## src/rtl/mul_pkg.sv

```systemverilog
// Shared types and constants for the shift-add multiplier.
// DEFAULT_WIDTH is also the divider's operand width.
package mul_pkg;

  localparam int DEFAULT_WIDTH = 4;

  typedef enum logic [1:0] {
    IDLE = 2'd0,
    RUN  = 2'd1,
    DONE = 2'd2
  } state_t;

  // The step counter must be able to hold WIDTH itself.
  function automatic int cnt_width(input int width);
    return $clog2(width + 1);
  endfunction

  localparam int CNT_WIDTH = cnt_width(DEFAULT_WIDTH);

endpackage

```

## src/rtl/mul.sv

```systemverilog
// Sequential unsigned shift-add multiply-accumulate: product = A * B + C.
// Consumes one multiplier bit per cycle. Used as the divider's self-check engine.
module mul
  import mul_pkg::*;
#(
  parameter int WIDTH = DEFAULT_WIDTH
) (
  input  logic                 clock,
  input  logic                 reset,
  input  logic                 start,
  input  logic [WIDTH-1:0]     multiplicand_in,
  input  logic [WIDTH-1:0]     multiplier_in,
  input  logic [WIDTH-1:0]     addend_in,
  output logic                 ready,
  output logic                 busy,
  output logic                 done,
  output logic [2*WIDTH-1:0]   product
);

  localparam int CW = cnt_width(WIDTH);
  localparam int PW = 2 * WIDTH;

  state_t           state_r;
  state_t           state_s;
  logic [PW-1:0]    acc_r;
  logic [PW-1:0]    acc_next_s;
  logic [PW-1:0]    a_sh_r;
  logic [PW-1:0]    product_r;
  logic [WIDTH-1:0] b_sh_r;
  logic [CW-1:0]    cnt_r;
  logic             accept_s;
  logic             last_s;

  // Next-state decode and the single accumulate step.
  // A is pre-shifted and B is consumed LSB first, so no variable index is needed.
  always_comb begin
    state_s  = state_r;
    accept_s = 1'b0;
    last_s   = (cnt_r == CW'(WIDTH - 1));
    if (b_sh_r[0]) begin
      acc_next_s = acc_r + a_sh_r;
    end else begin
      acc_next_s = acc_r;
    end
    case (state_r)
      IDLE, DONE: begin
        if (start) begin
          accept_s = 1'b1;
          state_s  = RUN;
        end else begin
          state_s  = IDLE;
        end
      end
      RUN: begin
        if (last_s) begin
          state_s = DONE;
        end else begin
          state_s = RUN;
        end
      end
      default: state_s = IDLE;
    endcase
  end

  // Status outputs decode the state only, so there is no path from start.
  always_comb begin
    ready   = (state_r != RUN);
    busy    = (state_r == RUN);
    done    = (state_r == DONE);
    product = product_r;
  end

  // State, operand shifters, accumulator and held result.
  always_ff @(posedge clock) begin
    if (reset) begin
      state_r   <= IDLE;
      acc_r     <= {PW{1'b0}};
      a_sh_r    <= {PW{1'b0}};
      b_sh_r    <= {WIDTH{1'b0}};
      cnt_r     <= {CW{1'b0}};
      product_r <= {PW{1'b0}};
    end else begin
      state_r <= state_s;
      if (accept_s) begin
        a_sh_r <= {{WIDTH{1'b0}}, multiplicand_in};
        b_sh_r <= multiplier_in;
        acc_r  <= {{WIDTH{1'b0}}, addend_in};
        cnt_r  <= {CW{1'b0}};
      end else if (state_r == RUN) begin
        acc_r  <= acc_next_s;
        a_sh_r <= {a_sh_r[PW-2:0], 1'b0};
        b_sh_r <= {1'b0, b_sh_r[WIDTH-1:1]};
        cnt_r  <= cnt_r + CW'(1);
        if (last_s) begin
          product_r <= acc_next_s;
        end else begin
          product_r <= product_r;
        end
      end else begin
        acc_r <= acc_r;
      end
    end
  end

endmodule

```

## config.mk

```make
export PLATFORM = sky130hd
export DESIGN_NAME = mul
export DESIGN_NICKNAME = d
export VERILOG_FILES = /design/src/rtl/mul_pkg.sv /design/src/rtl/mul.sv
export SDC_FILE = /design/constraint.sdc
export NUM_CORES = 1
export LEC_CHECK = 0
export ABC_AREA = 0
export CORE_ASPECT_RATIO = 0.5
export CORE_MARGIN = 1.5
export CORE_UTILIZATION = 40
export CTS_CLUSTER_DIAMETER = 30
export CTS_CLUSTER_SIZE = 14
export DETAILED_ROUTE_END_ITERATION = 8
export GPL_ROUTABILITY_DRIVEN = 0
export PLACE_DENSITY = 0.67
export SLEW_MARGIN = 20
export SYNTH_ARGS = -nofsm -noshare
export SYNTH_HDL_FRONTEND = slang
export SYNTH_SLANG_ARGS = --single-unit
```

## constraint.sdc

```tcl
create_clock -name clock -period 2 [get_ports clock]
set_clock_uncertainty 0.05 [all_clocks]
set_input_delay 0.4 -clock clock [delete_from_list [all_inputs] [get_ports clock]]
set_output_delay 0.4 -clock clock [all_outputs]
set_load 0.005 [all_outputs]
```

==> results.ini, run 1 <==
[setup_path]
worstSetupEndpointType=output port
critPathMaxStageDelay_ps=490
cp_data_arrival_time_ps=1480
cp_top_family=buffers and inverters
path_max_fanout=8
start_kind=flop
cp_cell_sequence=and2b_2 -> inv_1 -> clkdlybuf4s50_1
cp_num_buf_inv=2
crit_slowest_cell=clkdlybuf4s50_1
worstPathRequired_ps=1550
worstSetupPathType=flop to output port

[sta]
holdWs_ps=406
fin_crit_sh_pct=96.7
max_slew_margin_pct=70.3
worstMarginPinSlew_ps=446
max_freq_ghz=0.517
finalHoldViolations=0
drv_slew=0
post-route-min-period_ps=1930
timing.final.ws_setup_ps=66.0
setup_viol=0

[final_layout]
drive_above_1_share_pct=13.0
final_common_cell=dfxtp_1
nets=248
fin_util_pct=53.1
final_cells=277
diodes=0
layout_common_cells=dfxtp_1, nor2_1, clkdlybuf4s50_1, nand2_1, a21oi_1
syn_to_final_growth_pct=26.5

[grt]
grt_pass1_wl_um=6220
grt_pass1_vias=1321
grtUsageTotal_pct=18.1
grt_max_degree=25
antenna_found_initial=0
overflow=0

[job]
drv.max_cap_violation_count=0

[yosys]
synth_top_area_share_pct=39.9
synthCells=195
syn_area_mm2=0.00166
yosys.area.top_type=dfxtp_1
seq_area_frac_synth_pct=39.9
avgSynthCellArea_um2=8.50
ys_ff_latch=33
yosysUniqueCellTypes=41
syn_nets=220
yosysWarnings=0
ys_top_cells_by_area=dfxtp_1, ha_1, nor2_1
async_reset_ff_share_pct=0
synth_edf_count=0
synth_ff_type=dfxtp_1

[die]
core-area_mm2=0.00394
fp-row-count=16
die_width_um=94.0
pin_count=26
die_h_um=48.5
start_util_pct=42.0
die_area_mm2=0.00456

[pwr]
ir_worst_vdd_uv=301
power.density_mw_per_mm2=685
power.total_w=0.00144
p_leak_nw=0.757

[run_status]
status=finished clean

[placed_design]
dp.cells=269
dp_slack_ps=5.05
hpwl_um=2740
io_buffers=25

[routing]
drtAntennaViolNets=0
drt_iter0_markers=97
wl_per_cell_um=14.3
dr.pass1.iters=4
via_per_inst=5.32
wirelength_um=3970
drc=0
num_vias=1473

[clocking]
ctsHoldBuffers=0
cts-htree-levels=2
cts-root-buf=clkbuf_8
numCtsBuffers=5
clk_path_buf_depth=2
cts.sinks=33
cts.clk_slew.worst_paths_ps=60
cts_tree=done
insertion_delay_ps=290

[worst_hold_path]
hp-class=flop to flop

==> registers in the layout (all words and copies together), names as in the netlist <==
signal / flops
b_sh_r: 4
cnt_r: 3
state_r: 2
acc_r: 8
a_sh_r: 8
product: 8
==> synth_stat cells (3+ instances only) <==
master and n:
a21oi_1 18, nor3_1 5, ha_1 9, clkbuf_1 4, dfxtp_1 33, nand2_1 21
mux2i_1 5, nand2b_1 3, buf_2 7, xor2_1 3, nor2_1 25, inv_1 8
a22oi_1 8, a211oi_1 8, o211ai_1 3, xnor2_1 3
==> metrics by stage <==
stage / area, µm² / setup TNS (ps)
floorplan: 1660 / 0
global placement: 1970 / 0
detailed placement: 1970 / 0
CTS: 2060 / -19.4
global route: 2100 / -29.8
finish: 2100 / 0
==> cells by family (layout without fill, tap and decap cells) <==
family	count (synthesis)	after routing	share of synthesized area, %
XOR/XNOR	6	6	3.17
multiplexers	5	5	3.02
AO/OA/AOI/OAI	55	55	22.7
buffers and inverters	20	48	5.29
AND/OR/NAND/NOR	66	66	17.9
flip-flops	33	33	39.9
adder cells (fa/ha/maj)	10	10	8.01
==> worst reg2reg max path: stages, from the launching register on <==
cell and delay (ps):
dfxtp_2 350, ha_2 200, inv_1 70, fa_2 360
nand2b_4 170, a21boi_2 200, nor3_1 60, nand3b_1 150
a311oi_1 250
==> area by class of cell <==
cell class	instances	area, µm²
sequential	33	663
clock buffer	7	86.3
inverter	8	30.0
multi-input combinational	142	938
timing repair buffer	33	310
fill	362	1850
tap	54	67.6
==> where the power goes <==
part | internal, W | switching (W) | leakage, nW
sequential | 0.000683 | 0.0000200 | 0.269
combinational | 0.000104 | 0.000120 | 0.443
clock | 0.000273 | 0.000236 | 0.0443
total | 0.00106 | 0.000376 | 0.757
==> per-layer routing <==
layer,vias to the layer above,share of wire (%),global-route usage (%)
met5,-,0,0
met4,0,1.8,7.46
li1,744,-,-
met2,50,42,27.1
met1,672,50,25.0
met3,7,5.9,4.72
==> worst paths after layout <==
path,start,to,slack [ps],cells past startpoint
max,state_r[1],ready,70,3
min,b_sh_r[1],b_sh_r[1],410,2
max reg2reg,a_sh_r[0],product[4],70,8
min reg2reg,b_sh_r[1],b_sh_r[1],410,2
==> repair_timing <==
item | CTS | global route
setup endpoints to repair | 4 | 8
pin swaps | 0 | 2
buffers inserted | 0 | 1
gates cloned | 0 | 0
resized for setup | 1 | 9
No activity file was read; power rests on OpenSTA's default activity.
==> run 2: changes to the inputs <==
CELL_PAD_IN_SITES_DETAIL_PLACEMENT = 1   (was default)
CELL_PAD_IN_SITES_GLOBAL_PLACEMENT = 2   (was default)
CORE_UTILIZATION = 31   (was 40)
PLACE_DENSITY = 0.82   (was 0.67)
==> results.ini, run 2 (synthesis results as in run 1) <==
[run_status]
status=finished clean

[routing]
drt_iter0_markers=46  ; -53%
drtAntennaViolNets=0  ; unchanged
wirelength_um=4260  ; +7.3%
wl_per_cell_um=14.4  ; +0.42%
via_per_inst=4.98  ; -6.3%
dr.pass1.iters=4  ; unchanged
num_vias=1475  ; +0.14%
drc=0  ; unchanged

[clocking]
numCtsBuffers=5  ; unchanged
cts-root-buf=clkbuf_8
cts_tree=done
insertion_delay_ps=290  ; about the same
cts.sinks=33  ; unchanged
cts-htree-levels=2  ; unchanged
cts.clk_slew.worst_paths_ps=70  ; about the same
post_cts_buffers=0  ; unchanged
clk_path_buf_depth=2  ; unchanged

[setup_path]
worstSetupPathType=flop to output port
endpoint=ready
cp_data_arrival_time_ps=1470  ; about the same
path_max_fanout=8  ; unchanged
start_kind=flop
r2r-start=acc_r[0]
reg2regPathDepth=8  ; unchanged
worstSetupEndpointType=output port
rrSetupSlack_ps=140  ; +70 ps
worstPathRequired_ps=1550  ; about the same
regToRegEndpoint=acc_r[6]
crit_start=state_r[1]

[grt]
use_met2_pct=29.6  ; +2.5 points
grt_pass1_vias=1537  ; +16%
gr-usage-met3_pct=3.93  ; -0.79 points
grt_use_met1_pct=20.1  ; -4.9 points
grtUsageTotal_pct=16.4  ; -1.7 points
overflow=0  ; unchanged
antenna_found_initial=0  ; unchanged
grt_max_degree=25  ; unchanged
grt-busiest-layer=met2
grt_pass1_wl_um=7190  ; +16%

[die]
die_width_um=106  ; +13%
pin_count=26  ; unchanged
die_h_um=54.7  ; +13%
die_area_mm2=0.00582  ; +28%
core-area_mm2=0.00504  ; +28%
start_util_pct=32.8  ; -9.2 points
fp-row-count=18  ; +2

[sta]
worstMarginPinSlew_ps=466  ; +20.2 ps
timing.final.ws_setup_ps=79.8  ; +13.9 ps
post-route-min-period_ps=1920  ; -13.9 ps
max_freq_ghz=0.521  ; +0.72%
setup_viol=0  ; unchanged
fin_crit_sh_pct=96.0  ; -0.69 points
grt_setup_unrepaired=false
max_slew_margin_pct=68.9  ; -1.4 points
finalHoldViolations=0  ; unchanged
drv_slew=0  ; unchanged

[placed_design]
place_area_mm2=0.00202  ; +2.5%
hpwl_um=3200  ; +17%
io_buffers=25  ; unchanged
dp_slack_ps=-12.9  ; -17.9 ps
dp.cells=289  ; +7.4%

[final_layout]
stdcell_area_mm2=0.00214  ; +2.0%
final_common_cell=dfxtp_1
layout_common_cells=dfxtp_1, nor2_1, clkdlybuf4s50_1, nand2_1, a21oi_1
syn_to_final_growth_pct=29.1
nets=251  ; +1.2%
drive_above_1_share_pct=13.7  ; +0.71 points
final_cells=296  ; +6.9%
diodes=0  ; unchanged

[pwr]
power.total_w=0.00144  ; +0.26%
p_leak_nw=0.776  ; +2.5%
power.density_mw_per_mm2=673  ; -1.7%
ir_worst_vdd_uv=249  ; -17%

[worst_hold_path]
hp-class=flop to flop

[job]
drv.max_cap_violation_count=0  ; unchanged

==> run 2: cell count changes in the layout (fill, tap and decap cells not counted) <==
cell | previous run | this run
a311oi_1 | 1 | 0
ha_2 | 1 | 0
mux2i_2 | 1 | 0
mux2i_1 | 4 | 5
ha_1 | 8 | 9
a311oi_2 | 0 | 1
buf_4 | 8 | 11
==> run 2: worst min path at each step <==
stage	startpoint	end	slack (ps)	cells after the start
finish	product[1]	product[1]	410	2
global route	product[1]	product[1]	440	2
CTS	product[1]	product[1]	410	2
detailed placement	product[1]	product[1]	400	2
global placement	cnt_r[1]	cnt_r[1]	400	2
floorplan	b_sh_r[1]	b_sh_r[1]	390	2
==> run 2: power breakdown <==
part	internal, W	switching [W]
Combinational	0.000105	0.000113
Clock	0.000273	0.000242
Sequential	0.000682	0.0000236
==> run 2: repair_timing <==
action	CTS	global route
resized for setup	3	6
hold buffers	0	0
setup endpoints to repair	3	7
pin swaps	1	0
==> run 2: layer usage <==
| layer | part of all wire, % | wire length [µm] |
|---|---|---|
| met5 | 0 | 0 |
| met3 | 3.0 | 129 |
| met2 | 46 | 1980 |
| met4 | 0.85 | 36 |
| met1 | 50 | 2110 |
==> run 2: metrics by stage <==
step	setup TNS, ps	utilization, %	hold slack [ps]
6_report	0	42.4	412
5_1_grt	0	42.4	438
4_1_cts	0	41.9	410
3_5_place_dp	-12.9	40.0	401
3_3_place_gp	0	40.0	396
2_1_floorplan	0	-	387
==> run 2: final cells by class <==
type	instances	area, µm²
Tap cell	70	87.6
Sequential cell	33	663
Clock buffer	7	86.3
Timing Repair Buffer	36	333
Multi-Input combinational cell	142	938
Fill cell	593	2910
Inverter	8	30.0
==> run 2: worst max-delay path, cell delays in order, from the launching register on <==
cell             delay, ps
dfxtp_1                320
and2b_2                280
inv_1                   90
clkdlybuf4s50_1        490
==> run 3: changes to the inputs <==
SKIP_LAST_GASP = 1   (was default)
==> results of run 3 <==
Final layout, timing and power as in run 2 (identical DEF).
